--- src/rtl/nbit_alu_pkg.sv ---
// Shared constants and types for the serial ALU datapath blocks.
package nbit_alu_pkg;

  // Bit positions inside the 4-bit status flag vector.
  localparam int FLAG_Z = 0;
  localparam int FLAG_N = 1;
  localparam int FLAG_C = 2;
  localparam int FLAG_V = 3;

  typedef enum logic [1:0] {
    IDLE = 2'd0,
    RUN  = 2'd1,
    DONE = 2'd2
  } serial_state_t;

endpackage

--- src/rtl/one_bit_full_adder.sv ---
// Single combinational full-adder cell used by the bit-serial adder.
module one_bit_full_adder (
  input  logic a,
  input  logic b,
  input  logic cin,
  output logic s,
  output logic cout
);

  // Sum and carry of three input bits.
  always_comb begin
    s    = a ^ b ^ cin;
    cout = (a & b) | (a & cin) | (b & cin);
  end

endmodule

--- src/rtl/nbit_serial_adder.sv ---
// Bit-serial N-bit two's-complement adder with start/done handshake.
// Optional subtract mode (sub port) is enabled by defining NBIT_SERIAL_ADDER_SUB_EN.
module nbit_serial_adder
  import nbit_alu_pkg::*;
#(
  parameter int N = 4
) (
  input  logic         clk,
  input  logic         rst_n,
  input  logic         start,
  input  logic [N-1:0] a,
  input  logic [N-1:0] b,
`ifdef NBIT_SERIAL_ADDER_SUB_EN
  input  logic         sub,
`endif
  output logic         busy,
  output logic         done,
  output logic [N-1:0] result,
  output logic [3:0]   flags
);

  localparam int CW = $clog2(N);
  localparam logic [CW-1:0] CNT_LAST = CW'(N - 1);

  serial_state_t state_q, state_d;
  logic [N-1:0]  a_sr_q, a_sr_d;
  logic [N-1:0]  b_sr_q, b_sr_d;
  logic [N-1:0]  sum_sr_q, sum_sr_d;
  logic [N-1:0]  result_q, result_d;
  logic [3:0]    flags_q, flags_d;
  logic [CW-1:0] cnt_q, cnt_d;
  logic          cy_q, cy_d;
  logic          cy_prev_q, cy_prev_d;
  logic          sub_q, sub_d;
  logic          sub_w;
  logic          fa_s;
  logic          fa_cout;

`ifdef NBIT_SERIAL_ADDER_SUB_EN
  assign sub_w = sub;
`else
  assign sub_w = 1'b0;
`endif

  one_bit_full_adder u_fa (
    .a    (a_sr_q[0]),
    .b    (b_sr_q[0]),
    .cin  (cy_q),
    .s    (fa_s),
    .cout (fa_cout)
  );

  // Next-state, datapath shifting and completion flag computation.
  // Result and flags are loaded on the final RUN edge (from the next-state
  // values) so they are already valid during the single DONE cycle.
  always_comb begin
    state_d   = state_q;
    a_sr_d    = a_sr_q;
    b_sr_d    = b_sr_q;
    sum_sr_d  = sum_sr_q;
    result_d  = result_q;
    flags_d   = flags_q;
    cnt_d     = cnt_q;
    cy_d      = cy_q;
    cy_prev_d = cy_prev_q;
    sub_d     = sub_q;
    case (state_q)
      IDLE: begin
        if (start) begin
          a_sr_d    = a;
          b_sr_d    = sub_w ? ~b : b;
          cy_d      = sub_w;
          cy_prev_d = 1'b0;
          sub_d     = sub_w;
          cnt_d     = '0;
          state_d   = RUN;
        end
      end
      RUN: begin
        sum_sr_d  = {fa_s, sum_sr_q[N-1:1]};
        a_sr_d    = a_sr_q >> 1;
        b_sr_d    = b_sr_q >> 1;
        cy_d      = fa_cout;
        cy_prev_d = cy_q;
        cnt_d     = cnt_q + CW'(1);
        if (cnt_q == CNT_LAST) begin
          cnt_d           = '0;
          state_d         = DONE;
          result_d        = sum_sr_d;
          flags_d[FLAG_Z] = ~|sum_sr_d;
          flags_d[FLAG_N] = sum_sr_d[N-1];
          flags_d[FLAG_C] = fa_cout ^ sub_q;
          flags_d[FLAG_V] = fa_cout ^ cy_q;
        end
      end
      DONE: begin
        state_d = IDLE;
      end
      default: begin
        state_d = IDLE;
      end
    endcase
  end

  // State and datapath registers with synchronous active-low reset.
  always_ff @(posedge clk) begin
    if (!rst_n) begin
      state_q   <= IDLE;
      a_sr_q    <= '0;
      b_sr_q    <= '0;
      sum_sr_q  <= '0;
      result_q  <= '0;
      flags_q   <= '0;
      cnt_q     <= '0;
      cy_q      <= 1'b0;
      cy_prev_q <= 1'b0;
      sub_q     <= 1'b0;
    end else begin
      state_q   <= state_d;
      a_sr_q    <= a_sr_d;
      b_sr_q    <= b_sr_d;
      sum_sr_q  <= sum_sr_d;
      result_q  <= result_d;
      flags_q   <= flags_d;
      cnt_q     <= cnt_d;
      cy_q      <= cy_d;
      cy_prev_q <= cy_prev_d;
      sub_q     <= sub_d;
    end
  end

  // Handshake outputs decoded from the state register.
  always_comb begin
    busy   = (state_q == RUN);
    done   = (state_q == DONE);
    result = result_q;
    flags  = flags_q;
  end

endmodule
--- config.mk ---
export PLATFORM = sky130hd
export DESIGN_NAME = nbit_serial_adder
export DESIGN_NICKNAME = d
export VERILOG_FILES = /design/src/rtl/nbit_alu_pkg.sv /design/src/rtl/one_bit_full_adder.sv /design/src/rtl/nbit_serial_adder.sv
export SDC_FILE = /design/constraint.sdc
export NUM_CORES = 1
export LEC_CHECK = 0
export BUFFER_PORTS_ARGS = -buffer_cell sky130_fd_sc_hd__buf_2
export CELL_PAD_IN_SITES_DETAIL_PLACEMENT = 0
export CELL_PAD_IN_SITES_GLOBAL_PLACEMENT = 1
export CORE_ASPECT_RATIO = 0.8
export CORE_MARGIN = 10
export CORE_UTILIZATION = 39
export DETAILED_ROUTE_END_ITERATION = 8
export GPL_ROUTABILITY_DRIVEN = 0
export GPL_TIMING_DRIVEN = 0
export HOLD_SLACK_MARGIN = 0.1
export MAX_ROUTING_LAYER = met4
export PLACE_DENSITY = 0.86
export SYNTH_ARGS = -nofsm -noshare
export SYNTH_HDL_FRONTEND = slang
export SYNTH_SLANG_ARGS = --single-unit
--- constraint.sdc ---
create_clock -name clk -period 1.6 [get_ports clk]
set_input_delay 0.32 -clock clk [delete_from_list [all_inputs] [get_ports clk]]
set_output_delay 0.32 -clock clk [all_outputs]
set_load 0.1 [all_outputs]
==> impl_metrics.json <==
{
  "ys_warn_count": 0,
  "ys_seq_elements": 23,
  "postSynthAreaPerCell_um2": 9.33,
  "route.detailed.drc": 0,
  "worstHoldStart": "b[3]",
  "netlist_area_um2": 1010,
  "fmax_mhz": 654,
  "crit_path_end_kind": "primary output",
  "timing_hold_violations_final": 0,
  "rsz0062_at_grt": "false",
  "rr_startpoint": "cy_q$_SDFFE_PN0P_",
  "synthesis.nets": 121,
  "placed_cells": 164,
  "grt_antenna_before_repair": 0,
  "synth_top_family_by_area": "simple AND/OR/NAND/NOR gates",
  "vias": 843,
  "reg2regPathDepth": 5,
  "clk_latency_ns": 0.31,
  "syn_to_final_growth_pct": 27.5,
  "ant_nets": 0,
  "die_h_um": 65.5,
  "finish.net_count": 152,
  "cts.path.max_buffers": 2,
  "cp.required_ns": 1.28,
  "post-route-period-util_pct": 95.6,
  "die_x_um": 76.8,
  "muxShareOfSynthArea_pct": 10.9,
  "grt_overflow": 0,
  "hold_depth": 3,
  "period_minus_slack_ns": 1.53,
  "path_max_fanout": 5,
  "grt_pass1_wl_um": 3710,
  "power.leakage_nw": 0.560,
  "rows": 16,
  "drive_above_1_share_pct": 30.4,
  "dieArea_um2": 5030,
  "crit_type": "flop to primary output",
  "yosysSeqAreaShare_pct": 45.7,
  "drv_cap": 0,
  "slew_violations": 0,
  "cts_tree": "yes",
  "setup_viol": 0,
  "synth-compound-area-share_pct": 14.7,
  "fin_cells": 174,
  "place_hpwl_um": 1640,
  "synth_cell_types": 28,
  "hp-class": "input pin to flop",
  "io_pins": 21,
  "diodes": 0,
  "synth_fa_ha_area_share_pct": 3.23,
  "final_area_um2": 1280,
  "cts_sinks": 23,
  "clk_transition_reported_paths_ns": 0.11,
  "hold_end": "b_sr_q[3]$_SDFFE_PN0P_",
  "firstDrtPassIters": 4,
  "synth_cells": 108,
  "drtIter0Drc": 25,
  "tightest_slew_ns": 0.490,
  "core_um2": 2460,
  "routed_wl_um": 2260,
  "port_buffers": 20,
  "grt_pass1_vias": 846,
  "skew_ns": 0.00687,
  "grt.total_usage_pct": 9.22,
  "synthSimpleGateAreaFrac_pct": 18.0,
  "most-common-layout-cells": "19 x buf_2, 19 x dfxtp_1, 14 x nand2_1",
  "rr_endpoint": "flags[0]$_SDFFE_PN0P_",
  "start_kind": "flop",
  "cts_buffers": 3,
  "r2r_setup_slack_ns": 0.10,
  "detail_route.wl_per_cell_um": 13.0,
  "grt_max_degree": 13,
  "slew_headroom_pct": 67.6,
  "cts_htree_levels": 1,
  "synthXorXnorAreaFrac_pct": 0.870,
  "status": "finished, final reports clean",
  "vdd_drop_max_mv": 0.712,
  "start_util_pct": 40.9,
  "via_per_inst": 4.84,
  "cts-root-buf": "clkbuf_4",
  "worstPathArrival_ns": 1.21,
  "postPlaceCellArea_um2": 1160,
  "powerDensity_nw_per_um2": 805,
  "nFillCells": 226,
  "cts_hold_buf": 0
}
[routing by layer]
| layer | up-vias | GRT usage (%) | share of wire [%] | wire, um |
|---|---|---|---|---|
| met3 | 4 | 2.99 | 2.2 | 49 |
| met1 | 395 | 10.6 | 46 | 1050 |
| li1 | 433 | - | - | - |
| met4 | 0 | 3.94 | 2.1 | 48 |
| met2 | 11 | 14.6 | 49 | 1110 |
| met5 | - | - | 0 | 0 |
[cell families (layout without fill, tap and decap cells)]
kind of cell             Yosys count  count (layout)
flip-flops                        23              23
AND/OR/NAND/NOR                   35              35
XOR/XNOR                           1               1
AO/OA/AOI/OAI                     23              23
adder cells (fa/ha/maj)            2               2
buffers and inverters             13              43
multiplexers                      11              11
[repair_timing]
action,4_1_cts,5_1_grt
hold endpoints to repair,0,0
resized for setup,12,5
buffers inserted,3,3
endpoints found under the setup margin,2,3
[critical path: stages, from the launching register on]
cell and delay (ns):
dfxtp_2 0.35, buf_8 0.11, and2b_1 0.16, buf_6 0.13, buf_12 0.16
[final cells by class]
| class | instances | area (um2) | share of cell area [%] |
|---|---|---|---|
| multi-input combinational | 72 | 494 | 38.5 |
| sequential | 23 | 465 | 36.3 |
| timing repair buffer | 26 | 175 | 13.6 |
| buffer | 9 | 62.6 | 4.87 |
| tap | 36 | 45.0 | 3.51 |
| clock buffer | 4 | 26.3 | 2.05 |
| inverter | 4 | 15.0 | 1.17 |
[worst max-delay path by stage]
stage                                 start               endpoint  cells after the start
finish              state_q[0]$_SDFFE_PN0P_                   busy                      4
global placement    state_q[1]$_SDFFE_PN0P_                   done                      3
CTS                       cy_q$_SDFFE_PN0P_  flags[0]$_SDFFE_PN0P_                      5
floorplan           state_q[1]$_SDFFE_PN0P_                   done                      2
global route        state_q[0]$_SDFFE_PN0P_                   busy                      4
detailed placement  state_q[1]$_SDFFE_PN0P_                   done                      3
[flip-flops by register name, summed over array words and instances, names as in the netlist]
register	count
sum_sr_q	3
cnt_q	2
state_q	2
cy_q	1
result	3
flags	4
b_sr_q	4
a_sr_q	4
[through the flow]
step                power (mW)  TNS, ns  hold slack [ns]  setup slack [ns]  util (%)
finish                    1.03        0            0.254            0.0707      52.1
global route              1.09        0            0.233           0.00428      52.1
CTS                       1.03        0            0.241           0.00625      50.7
detailed placement       0.753  -0.0459            0.457           -0.0402      47.2
global placement         0.750  -0.0254            0.445           -0.0254      47.2
floorplan                0.715        0            0.440             0.103         -
[Yosys cell counts]
cell	count	area, um2
fa_1	1	20.0
inv_1	4	15.0
nor2b_1	5	31.3
buf_2	1	5.00
nand2_1	14	52.6
nor4b_1	1	8.76
o22ai_1	2	12.5
o211ai_1	6	45.0
and2b_1	1	7.51
o211a_1	3	30.0
buf_6	1	11.3
buf_1	1	3.75
clkbuf_1	3	11.3
nor2_2	1	6.26
and3b_1	1	8.76
or3b_1	1	8.76
mux2i_1	11	110
nor3b_1	1	7.51
o21ai_0	12	60.1
ha_1	1	12.5
clkbuf_2	1	5.00
dfxtp_1	23	460
nand3_1	5	25.0
and2_1	1	6.26
buf_4	2	15.0
nand3b_1	1	7.51
xnor2_1	1	8.76
nor2_1	3	11.3
[report_power, final]
part	leakage (nW)	switching (mW)	internal (mW)
Clock	0.0150	0.167	0.0974
Sequential	0.189	0.0150	0.595
Combinational	0.356	0.0830	0.0760
Note: power is estimated with default switching activity, not from simulation.
